<file path="config.mk">
export PLATFORM = sky130hd
export DESIGN_NAME = imem_loader
export DESIGN_NICKNAME = d
export VERILOG_FILES = /design/src/rtl/imem_loader_pkg.sv /design/src/rtl/imem_word_packer.sv /design/src/rtl/imem_loader.sv
export SDC_FILE = /design/constraint.sdc
export NUM_CORES = 1
export LEC_CHECK = 0
export BUFFER_PORTS_ARGS = -buffer_cell sky130_fd_sc_hd__buf_2
export CAP_MARGIN = 20
export CORE_UTILIZATION = 55
export CTS_CLUSTER_SIZE = 20
export DETAILED_ROUTE_END_ITERATION = 16
export GPL_TIMING_DRIVEN = 1
export PLACE_DENSITY = 0.84
export SLEW_MARGIN = 0
export SYNTH_ARGS = -nofsm -noshare
export SYNTH_HDL_FRONTEND = slang
export SYNTH_HIERARCHICAL = 1
export SYNTH_SLANG_ARGS = --single-unit
</file>
<file path="constraint.sdc">
create_clock -name clk -period 4.1 [get_ports clk]
set_input_delay 0.205 -clock clk [delete_from_list [all_inputs] [get_ports clk]]
set_output_delay 0.205 -clock clk [all_outputs]
set_load 0.05 [all_outputs]
</file>
<file path="src/rtl/imem_loader_pkg.sv">
// Shared types and constants for the instruction-memory boot loader.
// Optional trailing checksum is enabled by defining IMEM_LOADER_CHECKSUM_EN.
package imem_loader_pkg;

  typedef enum logic [2:0] {
    StIdle,
    StCountHi,
    StCountLo,
    StData,
    StCheck,
    StDone,
    StErr
  } state_e;

  localparam int unsigned BYTES_PER_WORD = 4;
  localparam int unsigned COUNT_W        = 16;
  localparam logic [7:0]  CHK_INIT       = 8'h00;

endpackage

</file>
<file path="src/rtl/imem_word_packer.sv">
// Packs accepted bytes MSB first into n-bit words; word_valid fires combinationally
// on the final byte of each word so the caller can register the write.
module imem_word_packer #(
  parameter int unsigned n = 32
) (
  input  logic         clk,
  input  logic         rst,
  input  logic         clear,
  input  logic         byte_valid,
  input  logic [7:0]   byte_data,
  output logic         word_valid,
  output logic [n-1:0] word
);

  localparam int unsigned Bytes = n / 8;
  localparam int unsigned CntW  = (Bytes > 1) ? $clog2(Bytes) : 1;
  localparam logic [CntW-1:0] LastIdx = CntW'(Bytes - 1);

  logic [CntW-1:0] cnt_q, cnt_d;
  logic [n-9:0]    shift_q, shift_d;

  always_comb begin
    word       = {shift_q, byte_data};
    word_valid = byte_valid && (cnt_q == LastIdx);
    cnt_d      = cnt_q;
    shift_d    = shift_q;
    if (clear) begin
      cnt_d   = '0;
      shift_d = '0;
    end else if (byte_valid) begin
      shift_d = word[n-9:0];
      cnt_d   = word_valid ? '0 : cnt_q + 1'b1;
    end
  end

  always_ff @(posedge clk or negedge rst) begin
    if (!rst) begin
      cnt_q   <= '0;
      shift_q <= '0;
    end else begin
      cnt_q   <= cnt_d;
      shift_q <= shift_d;
    end
  end

endmodule

</file>
<file path="src/rtl/imem_loader.sv">
// Boot-time instruction memory writer: count header, big-endian words, held status.
// Define IMEM_LOADER_CHECKSUM_EN to require a trailing XOR checksum byte.
module imem_loader
  import imem_loader_pkg::*;
#(
  parameter int unsigned n      = 32,
  parameter int unsigned ADDR_W = 7
) (
  input  logic              clk,
  input  logic              rst,
  input  logic              start,
  input  logic [7:0]        in_data,
  input  logic              in_valid,
  output logic              in_ready,
  output logic              wr_en,
  output logic [ADDR_W-1:0] wr_addr,
  output logic [n-1:0]      wr_data,
  output logic              busy,
  output logic              done,
  output logic              error,
  output logic              cpu_hold
);

  localparam logic [COUNT_W-1:0] DepthCnt = COUNT_W'(2 ** ADDR_W);

  state_e state_q, state_d;

  logic [7:0]         cnt_hi_q;
  logic [COUNT_W-1:0] count_full;
  logic [COUNT_W-1:0] rem_q;
  logic [ADDR_W-1:0]  idx_q;
  logic               wr_en_q;
  logic [ADDR_W-1:0]  wr_addr_q;
  logic [n-1:0]       wr_data_q;
  logic               fire, launch, data_fire;
  logic               word_valid;
  logic [n-1:0]       word;
`ifdef IMEM_LOADER_CHECKSUM_EN
  logic [7:0]         chk_q;
`endif

  assign fire       = in_valid && in_ready;
  assign launch     = start && (state_q inside {StIdle, StDone, StErr});
  assign data_fire  = fire && (state_q == StData);
  assign count_full = {cnt_hi_q, in_data};

  imem_word_packer #(
    .n(n)
  ) u_packer (
    .clk       (clk),
    .rst       (rst),
    .clear     (launch),
    .byte_valid(data_fire),
    .byte_data (in_data),
    .word_valid(word_valid),
    .word      (word)
  );

  always_ff @(posedge clk or negedge rst) begin
    if (!rst) begin
      state_q <= StIdle;
    end else begin
      state_q <= state_d;
    end
  end

  always_comb begin
    state_d = state_q;
    unique case (state_q)
      StIdle, StDone, StErr: begin
        if (start) state_d = StCountHi;
      end
      StCountHi: begin
        if (fire) state_d = StCountLo;
      end
      StCountLo: begin
        if (fire) begin
          if (count_full > DepthCnt) begin
            state_d = StErr;
          end else if (count_full == '0) begin
`ifdef IMEM_LOADER_CHECKSUM_EN
            state_d = StCheck;
`else
            state_d = StDone;
`endif
          end else begin
            state_d = StData;
          end
        end
      end
      StData: begin
        // Leave only once the final word's write strobe is on the bus.
        if (wr_en_q && (rem_q == '0)) begin
`ifdef IMEM_LOADER_CHECKSUM_EN
          state_d = StCheck;
`else
          state_d = StDone;
`endif
        end
      end
`ifdef IMEM_LOADER_CHECKSUM_EN
      StCheck: begin
        if (fire) state_d = (in_data == chk_q) ? StDone : StErr;
      end
`endif
      default: state_d = StIdle;
    endcase
  end

  always_comb begin
    in_ready = 1'b0;
    busy     = 1'b0;
    done     = 1'b0;
    error    = 1'b0;
    cpu_hold = 1'b1;
    unique case (state_q)
      StCountHi, StCountLo: begin
        in_ready = 1'b1;
        busy     = 1'b1;
      end
      StData: begin
        in_ready = (rem_q != '0);
        busy     = 1'b1;
      end
`ifdef IMEM_LOADER_CHECKSUM_EN
      StCheck: begin
        in_ready = 1'b1;
        busy     = 1'b1;
      end
`endif
      StDone: begin
        done     = 1'b1;
        cpu_hold = 1'b0;
      end
      StErr: begin
        error = 1'b1;
      end
      default: begin
        in_ready = 1'b0;
      end
    endcase
  end

  always_ff @(posedge clk or negedge rst) begin
    if (!rst) begin
      cnt_hi_q  <= '0;
      rem_q     <= '0;
      idx_q     <= '0;
      wr_en_q   <= 1'b0;
      wr_addr_q <= '0;
      wr_data_q <= '0;
    end else begin
      wr_en_q <= word_valid;
      if (word_valid) begin
        wr_data_q <= word;
        wr_addr_q <= idx_q;
        idx_q     <= idx_q + 1'b1;
        rem_q     <= rem_q - 1'b1;
      end
      if (launch) begin
        idx_q <= '0;
        rem_q <= '0;
      end
      if (fire && (state_q == StCountHi)) cnt_hi_q <= in_data;
      if (fire && (state_q == StCountLo)) rem_q <= count_full;
    end
  end

`ifdef IMEM_LOADER_CHECKSUM_EN
  always_ff @(posedge clk or negedge rst) begin
    if (!rst) begin
      chk_q <= CHK_INIT;
    end else if (launch) begin
      chk_q <= CHK_INIT;
    end else if (data_fire) begin
      chk_q <= chk_q ^ in_data;
    end
  end
`endif

  assign wr_en   = wr_en_q;
  assign wr_addr = wr_addr_q;
  assign wr_data = wr_data_q;

endmodule

</file>
==> results.md <==
- Post-CTS Resized: 0
- RSZ-0062 raised after global routing: false
- Drt initial violations: 250
- Total grt overflow: 0
- DP Worst Slack: 0.921 ns
- CTS Buffer Depth: 2
- Worst min path class: in -> reg
- Gpl congestion: 0.908
- Status: finished, final reports clean
- Normalized max-slew margin: 42.9%
- DRT antenna net count: 0
- Yosys warnings: 6
- Synth area leader: dfrtp_1
- Drt via density: 5.88
- First-pass GRT wire length: 15.5 mm
- Setup TNS: 0 ns
- Initial Utilization: 57.9%
- Depth of the CTS H-tree: 3
- P&R area growth vs syn: 10.9%
- Final worst slack: 0.852 ns
- Max-cap viol count: 0
- Post-layout util: 64.2%
- Layout cells sized above 1: 32.0%
- Core ar.: 7850 um2
- Endpoint class of the critical path: register
- Hold path depth: 3
- Cells after Synth: 376
- Drt total wl: 9.34 mm
- Clk_skew: 0.00807 ns
- Min Hold Slack: 0.128 ns
- Post-layout minimum cycle time: 3.25 ns
- Worst vdd ir: 251 uV
- Diodes inserted: 0
- R2R depth: 11
- Asr flop ratio synth: 100%
- Worst R2R Start: rem_q[0]
- Final worst-path cycle share: 79.2%
- Die X: 92.9 um
- Yosys top cell area share: 55.1%
- Worst Path Required: 4.41 ns
- Distinct cells, synth: 45
- CP startpoint: rem_q[0]
- Dominant cells by area after synthesis: dfrtp_1 55%, mux2_2 12%, mux2i_1 5.9%, nor2_1 3.2%, nand2_1 2.5%
- Register bit total from synthesis: 100
- Startpoint Class: register
- # rows: 32
- Sink Count: 100
- Mapped cell area: 4550 um2
- Leakage: 2.47 nW
- FMAX: 308 MHz
- Most frequent cell after synthesis: dfrtp_1
- Total track usage: 23.6%
- Synth top cells by count: 100 x dfrtp_1, 47 x mux2_2, 39 x nor2_1, 30 x nand2_1, 27 x mux2i_1
- Postcts setup bufs: 0
- Mapped Avg Cell Area: 12.1 um2
- Highest net fanout along the worst path: 18
- R2R setup slack: 0.85 ns
- Slew at the pin closest to its max-slew limit: 0.852 ns
- Max-slew violation count: 0
- Vias post-DR: 3119
- # DRC: 0
- Die area: 8630 um2
- First-pass DRT Iterations: 4
- HPWL after detailed placement: 6.11 mm
- Final setup vio count: 0
- Final nets: 439
- # IOs: 57
- Cell Pwr Density: 525 nW/um2
- Clock Pin Slew Worst Setup and Hold Paths: 0.09 ns
- Largest net degree at the start of global routing: 62
- Clk_lat worst skew: 0.37 ns
- Die Span Y: 92.9 um
- CTS tree: yes
- Wirelength per Cell: 17.6 um
- Critical Path AT: 3.56 ns
- Post-synthesis sequential area ratio: 55.1%
- Cts bufs inserted: 9
- Hold path startpoint: in_data[3]
- Main synth FF type: dfrtp_1
- CP Class: reg -> reg
- Final Hold Viols: 0
- I/O Buffers: 56
- Root Driver: clkbuf_8
- Vias in the first global route: 3162
- Syn nets: 392
- Hold_buf cts: 1
- Post-synth EDFFs: 0
- Initial antenna violation count: 0
stage by stage:
stage | power [mW] | instance area [um2] | std cells
floorplan | 1.84 | 4550 | 376
global placement | 2.00 | 4830 | 512
detailed placement | 2.03 | 4830 | 512
CTS | 2.65 | 5030 | 529
global route | 2.80 | 5040 | 530
finish | 2.65 | 5040 | 530
per-layer routing:
metal	GRT usage, %	vias to the layer above	routed length [um]
li1	-	1417	-
met1	31.5	1568	4090
met2	36.6	105	4450
met3	4.93	29	471
met4	11.8	0	321
met5	0	-	0
cell type report:
type                       instances  area [um2]
inverter                           7        26.3
multi-input combinational        242        1850
tap                              102         128
clock buffer                      11         151
fill                             602        2810
sequential                       100        2500
timing repair buffer              63         342
clock inverter                     5        42.5
cell usage in the layout, fill, tap and decap left out, types with 2 or more instances in the layout:
| master | instances |
|---|---|
| o31ai_1 | 5 |
| nor2b_1 | 2 |
| nand3_1 | 6 |
| nand3b_1 | 2 |
| inv_1 | 7 |
| nand4b_1 | 2 |
| nand2_1 | 30 |
| xor2_1 | 12 |
| a21oi_1 | 2 |
| nor3_1 | 2 |
| or2_2 | 2 |
| buf_4 | 6 |
| nor2_1 | 39 |
| o2111ai_1 | 4 |
| ha_1 | 4 |
| or4b_1 | 3 |
| mux2i_1 | 27 |
| or3_1 | 4 |
| xnor2_1 | 5 |
| inv_6 | 2 |
| nor3b_1 | 2 |
| nor4_1 | 4 |
| buf_2 | 55 |
| nor3_2 | 2 |
| or4_1 | 3 |
| mux2_2 | 47 |
| dfrtp_1 | 100 |
| a211oi_1 | 2 |
| nand4_1 | 5 |
| o21ai_0 | 12 |
| clkbuf_8 | 11 |
cells by family (layout without fill, tap and decap cells):
logic type	count (synthesis)	count (layout)	share of synthesized area (%)
AO/OA/AOI/OAI	30	30	4.65
XOR/XNOR	17	17	3.28
adder cells (fa/ha/maj)	4	4	1.10
buffers and inverters	34	86	4.73
flip-flops	100	100	55.1
multiplexers	74	74	17.6
AND/OR/NAND/NOR	117	117	13.6
critical path, stage by stage, from the launching register on:
cell	delay [ns]
dfrtp_1	0.42
inv_1	0.08
ha_1	0.19
nor3b_1	0.12
and4_2	0.22
or2_2	0.29
nor3_2	0.20
and2_2	0.43
nor2b_1	0.39
nand4_1	0.23
or4b_1	0.52
nand3_1	0.10
power by group:
part / internal (mW) / total (mW) / switching (mW)
logic: 0.281 / 0.754 / 0.473
clock network: 0.263 / 0.612 / 0.350
registers: 1.12 / 1.28 / 0.166
final timing paths:
kind	endpoint
setup / recovery	rem_q[14]
hold / removal	rem_q[3]
setup reg to reg	rem_q[14]
hold reg to reg	wr_data[28]
max in group asynchronous	wr_data[15]
min in group asynchronous	wr_data[5]
sequential cells by signal, indices dropped and copies added (netlist names):
signal            count
wr_en                 1
u_packer/shift_q     24
idx_q                 7
wr_addr               7
cnt_hi_q              8
state_q               3
rem_q                16
wr_data              32
u_packer/cnt_q        2
No activity file was read; power rests on OpenSTA's default activity.
